--- src/rtl/perceptron_comm_ctrl.sv ---
// Host packet controller for the perceptron: parses opcodes, commits weight/input words
// atomically and serialises responses. Define COMM_RX_TIMEOUT_EN for the inter-byte timeout.
module perceptron_comm_ctrl #(
    parameter int fp_integer_width  = 4,
    parameter int fp_fract_width    = 12,
    parameter int rx_timeout_cycles = 120000
) (
    input  logic                                     clk,
    input  logic                                     rst_n,
    input  logic                                     rx_new_value,
    input  logic [7:0]                               rx_data,
    input  logic                                     tx_busy,
    output logic                                     tx_start,
    output logic [7:0]                               tx_data,
    input  logic                                     result,
    output logic [fp_integer_width+fp_fract_width-1:0] weight1,
    output logic [fp_integer_width+fp_fract_width-1:0] weight2,
    output logic [fp_integer_width+fp_fract_width-1:0] input1,
    output logic [fp_integer_width+fp_fract_width-1:0] input2,
    output logic [4:0]                               cont_state
);

    if (fp_integer_width + fp_fract_width != 16 || rx_timeout_cycles < 1) begin : g_param_check
        $error("perceptron_comm_ctrl: word width must be 16 and rx_timeout_cycles >= 1");
    end

    typedef enum logic [4:0] {
        IDLE         = 5'd0,
        RX_PAYLOAD   = 5'd1,
        COMMIT       = 5'd2,
        TX_LOAD      = 5'd3,
        TX_WAIT_BUSY = 5'd4,
        TX_WAIT_DONE = 5'd5
    } state_t;

    state_t      state, state_n;
    logic        rx_prev;
    logic        wr_inputs, wr_inputs_n;
    logic [1:0]  byte_cnt, byte_cnt_n;
    logic [31:0] shadow, shadow_n;
    logic [55:0] resp, resp_n;
    logic [2:0]  tx_left, tx_left_n;
    logic        tx_start_n;
    logic [7:0]  tx_data_n;
    logic [15:0] weight1_n, weight2_n, input1_n, input2_n;
    logic        byte_take;
`ifdef COMM_RX_TIMEOUT_EN
    localparam logic [31:0] TMO_LAST = 32'(rx_timeout_cycles - 1);
    logic [31:0] tmo_cnt, tmo_cnt_n;
`endif

    assign byte_take  = rx_new_value & ~rx_prev;
    assign cont_state = state;

    always_ff @(posedge clk or negedge rst_n) begin
        if (!rst_n) begin
            state     <= IDLE;
            rx_prev   <= 1'b0;
            wr_inputs <= 1'b0;
            byte_cnt  <= '0;
            shadow    <= '0;
            resp      <= '0;
            tx_left   <= '0;
            tx_start  <= 1'b0;
            tx_data   <= '0;
            weight1   <= '0;
            weight2   <= '0;
            input1    <= '0;
            input2    <= '0;
`ifdef COMM_RX_TIMEOUT_EN
            tmo_cnt   <= '0;
`endif
        end else begin
            state     <= state_n;
            rx_prev   <= rx_new_value;
            wr_inputs <= wr_inputs_n;
            byte_cnt  <= byte_cnt_n;
            shadow    <= shadow_n;
            resp      <= resp_n;
            tx_left   <= tx_left_n;
            tx_start  <= tx_start_n;
            tx_data   <= tx_data_n;
            weight1   <= weight1_n;
            weight2   <= weight2_n;
            input1    <= input1_n;
            input2    <= input2_n;
`ifdef COMM_RX_TIMEOUT_EN
            tmo_cnt   <= tmo_cnt_n;
`endif
        end
    end

    always_comb begin
        state_n     = state;
        wr_inputs_n = wr_inputs;
        byte_cnt_n  = byte_cnt;
        shadow_n    = shadow;
        resp_n      = resp;
        tx_left_n   = tx_left;
        tx_start_n  = tx_start;
        tx_data_n   = tx_data;
        weight1_n   = weight1;
        weight2_n   = weight2;
        input1_n    = input1;
        input2_n    = input2;
`ifdef COMM_RX_TIMEOUT_EN
        tmo_cnt_n   = tmo_cnt;
`endif
        case (state)
            IDLE: begin
                if (byte_take) begin
                    case (rx_data)
                        8'd5: begin
                            resp_n    = {8'd100, weight1, weight2, 8'h00, 7'b0, result};
                            tx_left_n = 3'd6;
                            state_n   = TX_LOAD;
                        end
                        8'd50, 8'd51: begin
                            wr_inputs_n = rx_data[0];
                            byte_cnt_n  = '0;
`ifdef COMM_RX_TIMEOUT_EN
                            tmo_cnt_n   = '0;
`endif
                            state_n     = RX_PAYLOAD;
                        end
                        default: begin
                            resp_n    = {8'd102, 48'h0};
                            tx_left_n = '0;
                            state_n   = TX_LOAD;
                        end
                    endcase
                end
            end
            RX_PAYLOAD: begin
                if (byte_take) begin
                    shadow_n   = {shadow[23:0], rx_data};
                    byte_cnt_n = byte_cnt + 2'd1;
`ifdef COMM_RX_TIMEOUT_EN
                    tmo_cnt_n  = '0;
`endif
                    if (byte_cnt == 2'd3) state_n = COMMIT;
                end
`ifdef COMM_RX_TIMEOUT_EN
                // Staged bytes are simply abandoned; the next write refills the shadow.
                else if (tmo_cnt == TMO_LAST) begin
                    resp_n    = {8'd102, 48'h0};
                    tx_left_n = '0;
                    state_n   = TX_LOAD;
                end else begin
                    tmo_cnt_n = tmo_cnt + 32'd1;
                end
`endif
            end
            COMMIT: begin
                if (wr_inputs) begin
                    input1_n = shadow[31:16];
                    input2_n = shadow[15:0];
                end else begin
                    weight1_n = shadow[31:16];
                    weight2_n = shadow[15:0];
                end
                resp_n    = {8'd101, 48'h0};
                tx_left_n = '0;
                state_n   = TX_LOAD;
            end
            TX_LOAD: begin
                tx_data_n  = resp[55:48];
                tx_start_n = 1'b1;
                state_n    = TX_WAIT_BUSY;
            end
            TX_WAIT_BUSY: begin
                if (tx_busy) begin
                    tx_start_n = 1'b0;
                    state_n    = TX_WAIT_DONE;
                end
            end
            TX_WAIT_DONE: begin
                if (!tx_busy) begin
                    if (tx_left != 3'd0) begin
                        resp_n    = {resp[47:0], 8'h00};
                        tx_left_n = tx_left - 3'd1;
                        state_n   = TX_LOAD;
                    end else begin
                        state_n = IDLE;
                    end
                end
            end
            default: state_n = IDLE;
        endcase
    end

endmodule
--- config.mk ---
export PLATFORM = sky130hd
export DESIGN_NAME = perceptron_comm_ctrl
export DESIGN_NICKNAME = d
export VERILOG_FILES = /design/src/rtl/perceptron_comm_ctrl.sv
export SDC_FILE = /design/constraint.sdc
export NUM_CORES = 1
export LEC_CHECK = 0
export CAP_MARGIN = 25
export CORE_ASPECT_RATIO = 1.4
export CORE_MARGIN = 5
export CORE_UTILIZATION = 45
export DETAILED_ROUTE_END_ITERATION = 10
export DONT_BUFFER_PORTS = 1
export GPL_TIMING_DRIVEN = 0
export HOLD_SLACK_MARGIN = 0.12
export PLACE_DENSITY = 0.64
export SKIP_CTS_REPAIR_TIMING = 1
export SYNTH_ARGS = -nofsm -noshare
export SYNTH_HDL_FRONTEND = slang
export SYNTH_SLANG_ARGS = --single-unit
--- constraint.sdc ---
create_clock -name clk -period 4.28 [get_ports clk]
set_input_delay 0.642 -clock clk [delete_from_list [all_inputs] [get_ports clk]]
set_output_delay 0.642 -clock clk [all_outputs]
set_load 0.05 [all_outputs]
Yosys cells after proc, flatten, opt, wreduce, memory -nomap -nowiden
Index checks and enable logic that the tools add are counted.
{"block": "classes", "addsub": 2, "eq_ne": 17, "muxes": 24, "bitwise_logic": 3, "reduce_logical": 14}
{"cell": "$mux W56", "n": 3}
{"cell": "$pmux W56 S3", "n": 1}
{"cell": "$pmux W56 S2", "n": 1}
{"cell": "$pmux W5 S6", "n": 1}
{"cell": "$mux W5", "n": 5}
{"cell": "$eq A8 B6 Y1 const B", "n": 2}
{"cell": "$ne A2 B2 Y1 const B", "n": 7}
{"cell": "$eq A5 B2 Y1 const B", "n": 2}
{"cell": "$eq A5 B3 Y1 const B", "n": 2}
{"cell": "$mux W2", "n": 5}
{"cell": "$reduce_and A5 Y1", "n": 2}
{"cell": "$mux W3", "n": 3}
{"cell": "$pmux W3 S3", "n": 1}
{"cell": "$eq A8 B3 Y1 const B", "n": 1}
{"cell": "$reduce_and A2 Y1", "n": 4}
{"cell": "$pmux W3 S2", "n": 1}
{"cell": "$reduce_bool A3 Y1", "n": 2}
{"cell": "$eq A5 B1 Y1 const B", "n": 1}
{"cell": "$logic_not A5 Y1", "n": 1}
{"cell": "$pmux W2 S2", "n": 1}
{"cell": "$reduce_and A4 Y1", "n": 1}
{"cell": "$reduce_bool A2 Y1", "n": 2}
{"cell": "$reduce_and A3 Y1", "n": 1}
{"cell": "$sub A3 B1 Y3 const B", "n": 1}
{"cell": "other kinds (8)", "n": 9}
{"block": "totals", "register_bits": 173, "input_bits": 13, "out_inout_bits": 78, "word_cells": 73}

Logic depth before layout (Yosys ltp)
Gate-level depths: netlist of the first run.
{"block": "logic_depth", "word_depth": 5, "mapped_depth": 8, "mapped_depth_nobuf": 7}

Least setup slack after synthesis of the first run
OpenSTA, ideal clock, no wires.
{"block": "synth_timing", "kind": "reg2reg", "startpoint": "register state[0], in the netlist cont_state[0]", "endpoint": "register resp[48]", "arrival_time_ns": 2.346, "required_time_ns": 4.152, "slack_ns": 1.807, "stages_incl_launch_ff": 7, "synth_period_minus_slack_ns": 2.473, "cell_sequence": "dfrtp_1 buf_2 nand2b_1 or3_1 a211oi_4 buf_6 mux2_1"}
{"block": "synth_between", "elab_chain_len": 3, "elab_cells_between_ends": 10}
{"item": "from (decl)", "line_no": "36", "source": "state_t state, state_n;"}
{"item": "from (signal assigned)", "line_no": "74", "source": "state <= state_n;"}
{"item": "$eq A5 B3 Y1, or another cell as far along", "line_no": "109", "source": "case (state)"}
{"item": "$ne A2 B2 Y1 (no line) or $reduce_bool A3 Y1 (tied branches)"}
{"item": "$reduce_and A5 Y1 (no line)"}
{"item": "to (signal assigned)", "line_no": "79", "source": "resp <= resp_n;"}
{"item": "to (decl)", "line_no": "41", "source": "logic [55:0] resp, resp_n;"}
Parallel ways exist; a longest one is shown, timed or not.
A chain may end at the register's enable or synchronous reset.

Worst setup path after layout of the first run
Same ends and word-level chain as after synthesis.

==> summary.txt, run 1 <==
Power
  – Total power: 5.52 mW
  – Max VDD drop: 334 uV
  – Leakage: 3.39 nW
  – Power per Cell Area: 748 nW/um^2

Detailed routing
  – Initial DRC count: 122
  – Total Routed Length: 14.3 mm
  – Wire length on met1: 5.50 mm
  – WL/cell: 21.2 um
  – Top sig layer: met4
  – Via-per-instance ratio: 5.36
  – Via count: 3604
  – WL met3: 1.14 mm
  – DRC: 0
  – ANT nets after route: 0
  – Met2 WL: 7.38 mm
  – DRT Pass-1 Iters: 4

Hold path
  – Worst Hold Class: in -> async

Clock tree
  – Longest Clk Path Bufs: 2
  – Clk sinks: 157
  – Htree depth: 4
  – Clock Latency Late Sink: 0.42 ns
  – CTS tree: built
  – Reg clk slew, reported paths: 0.06 ns
  – CTS Root Cell: clkbuf_16
  – CTS Buf Count: 17

Timing
  – Final Max Slew Viols: 0
  – Slew Limit Headroom: 52.8%
  – TNS Setup: 0 ns
  – Final Critical Period: 2.86 ns
  – Layout Skew: 0.00746 ns
  – F_max: 350 MHz
  – RSZ-0062 raised after global routing: no
  – Slew at the pin with the worst max-slew slack: 0.708 ns
  – Hold Fails Final Rpt: 157
  – Final Cycle Share: 66.8%
  – Min Hold Slack: -0.0844 ns
  – Final setup fails: 0

Synth
  – Yosys reg bits: 157
  – Cell accounting for the most synthesized area: dfrtp_1
  – Async SR Flop Fraction: 100%
  – Post-synth top flop: dfrtp_1
  – Most frequent cells after synthesis: dfrtp_1 (157), mux2_2 (107), mux2_1 (29)
  – Yosys warns: 0
  – Synth top area share: 60.4%
  – Seq/Total Area, Yosys: 60.4%
  – Cell count after synthesis: 450
  – Synth Area per Inst: 14.5 um^2
  – Mapped Area: 6510 um^2
  – Synth area leaders: dfrtp_1 (60%), mux2_2 (19%), mux2_1 (5.0%)
  – Most common cell in the netlist: dfrtp_1
  – Unique cell type count in the Yosys netlist: 36
  – Number of synthesized flops with an enable pin: 0

Setup path
  – Req. time, crit path: 4.58 ns
  – Critical R2R Launch: cont_state[0]$_DFFE_PN0P_
  – Critical path endpoint category: flop
  – Worst R2R Path Depth: 6
  – CP arrival: 3.16 ns
  – Worst setup path category: reg -> reg
  – Crit path launch type: flop
  – CP Max Fanout: 10
  – Worst reg2reg setup slack: 1.42 ns
  – R2R Path End: resp[48]$_DFFE_PN0P_

Layout
  – FILL cells: 1257
  – Ant. Diodes: 0
  – Storage cell area: 3930 um^2
  – Non-filler cells, final: 672
  – Area delta synth->final: 13.2%
  – Final net count: 487
  – Multi-input gate area: 2360 um^2
  – Layout cells sized above 1: 33.3%

Floorplanning
  – I/O pins: 91
  – Cell Rows: 52
  – Die Width: 112 um
  – Initial core utilization: 45.5%
  – Core area: 14300 um^2
  – Die Span Y: 152 um
  – Die area: 17000 um^2

Global route
  – First-pass GRT wire length: 23.1 mm
  – Vias in the first global route: 3858
  – Grt total ovfl: 0
  – Initial antenna violation count: 0
  – Total track usage: 17.6%
  – Largest net degree at the start of global routing: 158

Placement
  – DP Cell Count: 641
  – Post-DP HPWL: 10.0 mm
  – Final GP Congestion: 0.801
  – I/O Buffers: 0

Flow run
  – Max Cap Viol: 0

Run status
  – Failing checks: hold timing
  – Status: finished with violations
[how the worst max path moves through the flow]
stage,start,end,slack (ns),cells after the start
2_1_floorplan,cont_state[0]$_DFFE_PN0P_,resp[48]$_DFFE_PN0P_,1.81,6
3_3_place_gp,cont_state[0]$_DFFE_PN0P_,shadow[24]$_DFFE_PN0P_,1.40,5
3_5_place_dp,cont_state[0]$_DFFE_PN0P_,resp[48]$_DFFE_PN0P_,1.43,6
4_1_cts,cont_state[0]$_DFFE_PN0P_,resp[53]$_DFFE_PN0P_,1.42,6
5_1_grt,cont_state[0]$_DFFE_PN0P_,resp[53]$_DFFE_PN0P_,1.31,6
6_report,cont_state[0]$_DFFE_PN0P_,resp[48]$_DFFE_PN0P_,1.42,6
[sequential cells by signal (all words and copies together) (netlist names)]
register and cells:
tx_start 1, byte_cnt 2, weight2 16, rx_prev 1
cont_state 3, input1 16, weight1 16, tx_data 8
tx_left 3, input2 16, wr_inputs 1, shadow 32
resp 42
[cell type report]
cell class,instances,area share [%]
plain buffers,27,2.12
well taps,189,3.21
clock buffers,22,6.57
multi-input cells,249,32.0
clock inverters,9,1.80
inverters,18,0.917
flip-flops and latches,157,53.3
repair buffers,1,0.0679
[cells by family (layout without fill, tap and decap cells)]
logic type,Yosys count,count (layout),synth area share (%)
simple gates,50,50,4.29
buf+inv,45,77,3.44
compound gates,43,43,5.42
other cells,1,2,0.0576
mux,151,151,25.8
fa+ha+maj,3,3,0.577
flops,157,157,60.4
[critical path: stages (launching register included)]
cell and delay (ns):
dfrtp_1 0.67, buf_2 0.30, nand2b_1 0.14, or3_1 0.44, a211oi_4 0.59, buf_6 0.26, mux2_1 0.33
[layer usage]
layer / vias up / global-route usage, %
met5: - / 0
met4: 0 / 5.91
met3: 21 / 8.03
met2: 86 / 29.3
met1: 1867 / 20.1
li1: 1630 / -
[cell usage in the layout (no fill, tap or decap), drive strengths merged, types with 3 or more instances in the layout]
cell,synthesis,final
a21oi,4,4
a22o,26,26
buf,19,20
bufinv,0,3
clkbuf,8,30
dfrtp,157,157
ha,3,3
inv,18,20
mux2,136,136
mux2i,15,15
nand2,16,16
nand2b,7,7
nor2,9,9
o21ai,4,4
[through the flow]
| stage | area, um^2 | worst slack (ns) | util [%] |
|---|---|---|---|
| 2_1_floorplan | 6510 | 1.81 | - |
| 3_3_place_gp | 6750 | 1.40 | 47.1 |
| 3_5_place_dp | 6750 | 1.43 | 47.2 |
| 4_1_cts | 7370 | 1.42 | 51.5 |
| 5_1_grt | 7370 | 1.31 | 51.5 |
| 6_report | 7370 | 1.42 | 51.5 |
[report_power, final]
group          internal, mW  total, mW  leakage [nW]  switching (mW)
Combinational         0.526      0.971          1.05           0.445
Clock                 0.978       1.56         0.299           0.586
Sequential             1.86       2.98          2.04            1.12
Note: power is estimated with default switching activity, not from simulation.
==> inputs of run 2 (changes only) <==
==> constraint.sdc (replaced) <==
create_clock -name clk -period 2.65 [get_ports clk]
set_input_delay 0.3975 -clock clk [delete_from_list [all_inputs] [get_ports clk]]
set_output_delay 0.3975 -clock clk [all_outputs]
set_load 0.05 [all_outputs]
==> summary.txt, run 2 (synthesis results as in run 1) <==
Global route
  – Total track usage: 17.6% (unchanged)
  – Vias in the first global route: 3858 (unchanged)
  – Grt total ovfl: 0 (unchanged)
  – First-pass GRT wire length: 23.1 mm (unchanged)
  – Largest net degree at the start of global routing: 158 (unchanged)
  – Initial antenna violation count: 0 (unchanged)

Setup path
  – Worst R2R Path Depth: 7 (was 6)
  – Max incr delay on CP: 0.56 ns (was 0.67 ns)
  – CP Max Fanout: 10 (unchanged)
  – Slowest cell on crit path: dfrtp_2 (was dfrtp_1)
  – Req. time, crit path: 2.95 ns (was 4.58 ns)
  – Worst Setup EP: resp[48]$_DFFE_PN0P_ (unchanged)
  – CP arrival: 2.83 ns (was 3.16 ns)
  – Critical R2R Launch: cont_state[0]$_DFFE_PN0P_ (unchanged)
  – CP Depth: 7 (was 6)
  – CP Cell Sequence: buf_2 > nand2b_1 > or3_1 > a211oi_4 > buf_12 > buf_6 > mux2_1 (was buf_2 > nand2b_1 > or3_1 > a211oi_4 > buf_6 > mux2_1)
  – Delay-heaviest family, CP: buffers and inverters (was flip-flops)
  – Worst reg2reg setup slack: 0.12 ns (was 1.42 ns)
  – Critical path endpoint category: flop (unchanged)
  – Worst setup path category: reg -> reg (unchanged)
  – R2R Path End: resp[48]$_DFFE_PN0P_ (unchanged)
  – Worst path bufs/invs: 3 (was 2)
  – Critical Path Source: cont_state[0]$_DFFE_PN0P_ (unchanged)
  – Crit path launch type: flop (unchanged)

Timing
  – Final Cycle Share: 95.3% (was 66.8%)
  – Final setup fails: 0 (unchanged)
  – Hold Fails Final Rpt: 157 (unchanged)
  – RSZ-0062 raised after global routing: no (unchanged)
  – Setup ws final: 0.123 ns (was 1.42 ns)
  – Final Critical Period: 2.53 ns (was 2.86 ns)
  – Slew Limit Headroom: 59.6% (was 52.8%)
  – Layout Skew: 0.00743 ns (was 0.00746 ns)
  – Min Hold Slack: -0.329 ns (was -0.0844 ns)
  – Final Max Slew Viols: 0 (unchanged)
  – Slew at the pin with the worst max-slew slack: 0.606 ns (was 0.708 ns)
  – F_max: 396 MHz (was 350 MHz)

Power
  – Power per Cell Area: 1190 nW/um^2 (was 748 nW/um^2)
  – Max VDD drop: 540 uV (was 334 uV)
  – Leakage: 3.44 nW (was 3.39 nW)
  – Total power: 8.97 mW (was 5.52 mW)

Layout
  – FILL cells: 1249 (was 1257)
  – Most frequent cells in the layout: dfrtp_1 (155), mux2_2 (107), mux2_1 (29), a22o_1 (26), inv_1 (18) (was dfrtp_1 (157), mux2_2 (107), mux2_1 (29), a22o_1 (26), inv_1 (18))
  – Ant. Diodes: 0 (unchanged)
  – Final net count: 498 (was 487)
  – Cell area after layout: 7500 um^2 (was 7370 um^2)
  – Commonest non-fill, non-tap cell in the layout: dfrtp_1 (unchanged)
  – Multi-input gate area: 2370 um^2 (was 2360 um^2)
  – Largest Register: resp (unchanged)
  – Flip-flop count of the largest register after layout: 42 (unchanged)
  – Storage cell area: 3930 um^2 (about the same)
  – Top Registers: resp x42, shadow x32 (unchanged)
  – Non-filler cells, final: 683 (was 672)
  – Area delta synth->final: 15.3% (was 13.2%)
  – Layout cells sized above 1: 33.6% (was 33.3%)

Detailed routing
  – Initial DRC count: 137 (was 122)
  – DRC: 0 (unchanged)
  – Total Routed Length: 14.4 mm (was 14.3 mm)
  – Via-per-instance ratio: 5.34 (was 5.36)
  – DRT Pass-1 Iters: 4 (unchanged)
  – ANT nets after route: 0 (unchanged)
  – Via count: 3646 (was 3604)
  – WL/cell: 21.1 um (was 21.2 um)

Hold path
  – Worst Hold Class: in -> async (unchanged)

Flow run
  – Max Cap Viol: 0 (unchanged)

Placement
  – Final GP Congestion: 0.801 (unchanged)
  – DP Cell Count: 641 (unchanged)
  – I/O Buffers: 0 (unchanged)
  – Cell Area, Placed: 6750 um^2 (unchanged)
  – Post-DP HPWL: 10.0 mm (unchanged)
  – DP Worst Slack: -0.202 ns (was 1.43 ns)

Floorplanning
  – Die Span Y: 152 um (unchanged)
  – Die area: 17000 um^2 (unchanged)
  – Core area: 14300 um^2 (unchanged)
  – I/O pins: 91 (unchanged)
  – Cell Rows: 52 (unchanged)
  – Initial core utilization: 45.5% (unchanged)
  – Die Width: 112 um (unchanged)

Clock tree
  – Htree depth: 4 (unchanged)
  – CTS Root Cell: clkbuf_16 (unchanged)
  – CTS tree: built (unchanged)
  – Longest Clk Path Bufs: 2 (unchanged)
  – Reg clk slew, reported paths: 0.06 ns (about the same)
  – Clk sinks: 157 (unchanged)
  – CTS Buf Count: 17 (unchanged)
  – Clock Latency Late Sink: 0.42 ns (about the same)

Run status
  – Status: finished with violations (unchanged)
  – Failing checks: hold timing (unchanged)
-- run 2: metal layers --
metal,up-vias,routed length (um),track usage [%]
met5,-,0,0
met4,0,229,5.91
met3,21,1140,8.03
met2,94,7530,29.3
met1,1875,5490,20.1
li1,1656,-,-
-- run 2: metrics by stage --
stage	setup TNS [ns]	util, %
2_1_floorplan	0	-
3_3_place_gp	-10.03	47.1
3_5_place_dp	-6.09	47.2
4_1_cts	-7.10	51.5
5_1_grt	0	52.4
6_report	0	52.4
-- run 2: how the worst min path moves through the flow --
stage          startpoint                       to  slack, ns
6_report            rst_n    input2[3]$_DFFE_PN0P_      -0.33
5_1_grt             rst_n    input2[2]$_DFFE_PN0P_      -0.36
4_1_cts             rst_n    input2[3]$_DFFE_PN0P_      -0.35
3_5_place_dp        rst_n    input2[3]$_DFFE_PN0P_       0.11
3_3_place_gp        rst_n    input2[2]$_DFFE_PN0P_       0.11
2_1_floorplan       rst_n  byte_cnt[0]$_DFFE_PN0P_       0.10
-- run 2: power by group --
part | switching [mW] | internal [mW]
Clock | 0.943 | 1.58
Sequential | 1.81 | 3.01
Combinational | 0.733 | 0.887
-- run 2: final cells by class --
class	count	area share, %
buffer	27	2.10
clock buffer	22	6.45
clock inverter	9	1.77
inverter	18	0.900
multi-input combinational	249	31.6
sequential	157	52.4
tap	189	3.15
timing repair buffer	12	1.67
==> inputs of run 3 (changes only) <==
--- a/config.mk
+++ b/config.mk
@@ -6,7 +6,6 @@
 export NUM_CORES = 1
 export LEC_CHECK = 0
 export CAP_MARGIN = 25
-export CORE_ASPECT_RATIO = 1.4
 export CORE_MARGIN = 5
 export CORE_UTILIZATION = 45
 export DETAILED_ROUTE_END_ITERATION = 10
@@ -15,6 +14,7 @@
 export HOLD_SLACK_MARGIN = 0.12
 export PLACE_DENSITY = 0.64
 export SKIP_CTS_REPAIR_TIMING = 1
+export SLEW_MARGIN = 40
 export SYNTH_ARGS = -nofsm -noshare
 export SYNTH_HDL_FRONTEND = slang
 export SYNTH_SLANG_ARGS = --single-unit
==> summary.txt, run 3 (synthesis results as in run 1) <==
Detailed routing
  – WL/cell: 20.9 um (was 21.1 um)
  – ANT nets after route: 0 (unchanged)
  – Initial DRC count: 167 (was 137)
  – DRT Pass-1 Iters: 4 (unchanged)
  – Total Routed Length: 14.1 mm (was 14.4 mm)
  – Via-per-instance ratio: 5.44 (was 5.34)
  – DRC: 0 (unchanged)
  – Via count: 3675 (was 3646)

Global route
  – Vias in the first global route: 3799 (was 3858)
  – Largest net degree at the start of global routing: 158 (unchanged)
  – Total track usage: 17.6% (about the same)
  – First-pass GRT wire length: 22.2 mm (was 23.1 mm)
  – Grt total ovfl: 0 (unchanged)
  – Initial antenna violation count: 0 (unchanged)

Layout
  – Top Registers: resp x42, shadow x32 (unchanged)
  – Layout Utilization: 51.7% (was 52.4%)
  – Cell area after layout: 7420 um^2 (was 7500 um^2)
  – Layout cells sized above 1: 32.9% (was 33.6%)
  – Flip-flop count of the largest register after layout: 42 (unchanged)
  – Largest Register: resp (unchanged)
  – Final net count: 496 (was 498)
  – Area delta synth->final: 14.1% (was 15.3%)
  – Ant. Diodes: 0 (unchanged)
  – Commonest non-fill, non-tap cell in the layout: dfrtp_1 (unchanged)
  – Non-filler cells, final: 676 (was 683)
  – Most frequent cells in the layout: dfrtp_1 (155), mux2_2 (107), mux2_1 (29), a22o_1 (26), inv_1 (18) (unchanged)

Setup path
  – CP arrival: 2.82 ns (was 2.83 ns)
  – CP Max Fanout: 10 (unchanged)
  – Worst Setup EP: weight2[0]$_DFFE_PN0P_ (was resp[48]$_DFFE_PN0P_)
  – Critical path endpoint category: flop (unchanged)
  – Crit path launch type: flop (unchanged)
  – Req. time, crit path: 2.95 ns (about the same)
  – Worst reg2reg setup slack: 0.13 ns (was 0.12 ns)
  – Critical Path Source: cont_state[1]$_DFFE_PN0P_ (was cont_state[0]$_DFFE_PN0P_)
  – R2R Path End: weight2[0]$_DFFE_PN0P_ (was resp[48]$_DFFE_PN0P_)
  – Worst R2R Path Depth: 5 (was 7)
  – Critical R2R Launch: cont_state[1]$_DFFE_PN0P_ (was cont_state[0]$_DFFE_PN0P_)
  – Worst setup path category: reg -> reg (unchanged)

Timing
  – Layout Skew: 0.00694 ns (was 0.00743 ns)
  – Slew at the pin with the worst max-slew slack: 0.689 ns (was 0.606 ns)
  – RSZ-0062 raised after global routing: no (unchanged)
  – TNS Setup: 0 ns (unchanged)
  – Final Max Slew Viols: 0 (unchanged)
  – Slew Limit Headroom: 53.8% (was 59.6%)
  – Final Cycle Share: 95.1% (was 95.3%)
  – F_max: 397 MHz (was 396 MHz)
  – Final Critical Period: 2.52 ns (was 2.53 ns)
  – Hold Fails Final Rpt: 157 (unchanged)
  – Setup ws final: 0.131 ns (was 0.123 ns)
  – Min Hold Slack: -0.325 ns (was -0.329 ns)
  – Final setup fails: 0 (unchanged)

Power
  – Leakage: 3.41 nW (was 3.44 nW)
  – Logic pwr share: 18.5% (was 18.1%)
  – Flop pwr share: 55.0% (was 53.8%)
  – Clock power frac: 26.6% (was 28.1%)
  – P_sw: 3.43 mW (was 3.49 mW)
  – Power per Cell Area: 1180 nW/um^2 (was 1190 nW/um^2)
  – Switch share: 39.1% (was 38.9%)
  – Internal power: 5.34 mW (was 5.48 mW)
  – Max VDD drop: 460 uV (was 540 uV)

Floorplanning
  – Initial core utilization: 45.3% (was 45.5%)
  – Die Span Y: 130 um (was 152 um)
  – Die area: 17000 um^2 (about the same)
  – Core area: 14400 um^2 (was 14300 um^2)
  – Die Width: 130 um (was 112 um)
  – I/O pins: 91 (unchanged)
  – Cell Rows: 44 (was 52)

Clock tree
  – CTS Root Cell: clkbuf_16 (unchanged)
  – Reg clk slew, reported paths: 0.06 ns (about the same)
  – Clk sinks: 157 (unchanged)
  – Clock Latency Late Sink: 0.42 ns (about the same)
  – Htree depth: 4 (unchanged)
  – CTS tree: built (unchanged)
  – CTS Buf Count: 17 (unchanged)
  – Longest Clk Path Bufs: 2 (unchanged)

Placement
  – DP Worst Slack: -0.176 ns (was -0.202 ns)
  – I/O Buffers: 0 (unchanged)
  – DP Cell Count: 635 (was 641)
  – Final GP Congestion: 0.831 (was 0.801)
  – Cell Area, Placed: 6750 um^2 (about the same)
  – Post-DP HPWL: 9.80 mm (was 10.0 mm)

Run status
  – Status: finished with violations (unchanged)
  – Failing checks: hold timing (unchanged)

Hold path
  – Worst Hold Class: in -> async (unchanged)

Flow run
  – Max Cap Viol: 0 (unchanged)
[run 3: power groups by stage]
stage	sequential, mW	clock [mW]	combinational, mW
final	4.82	2.33	1.62
after global routing	4.93	2.49	1.78
after detailed placement	4.89	0	1.56
after CTS	4.84	2.38	1.57
after floorplan	4.55	0	1.30
after global placement	4.87	0	1.48
[run 3: worst max-delay path, stage by stage, from the launching register on]
cell	delay (ns)
dfrtp_1	0.74
nor3b_4	0.48
nor2b_1	0.19
clkbuf_1	0.24
buf_2	0.37
mux2_2	0.38
[run 3: metal layers]
layer  GRT usage (%)  part of all wire (%)  up-vias
met5               0                     0        -
met4            6.23                   1.5        0
met3            6.22                   6.6       18
met2            29.2                    51       85
met1            21.3                    41     1908
li1                -                     -     1664
[run 3: layout make-up]
type	instances	area [um^2]
buffer	27	158
clock buffer	25	475
clock inverter	6	86.3
fill	1206	6950
inverter	18	67.6
multi-input combinational	249	2370
sequential	157	3930
tap	184	230
timing repair buffer	10	105
[run 3: how the worst min path moves through the flow]
stage / endpoint / slack [ns]
detailed placement: input2[5]$_DFFE_PN0P_ / 0.11
finish: input2[5]$_DFFE_PN0P_ / -0.32
global route: input2[5]$_DFFE_PN0P_ / -0.35
floorplan: byte_cnt[0]$_DFFE_PN0P_ / 0.10
global placement: input2[5]$_DFFE_PN0P_ / 0.11
CTS: input2[5]$_DFFE_PN0P_ / -0.35
[run 3: stage by stage]
step	power, mW	hold WS (ns)
finish	8.77	-0.325
global route	9.20	-0.352
CTS	8.80	-0.345
detailed placement	6.45	0.106
global placement	6.35	0.106
floorplan	5.85	0.102
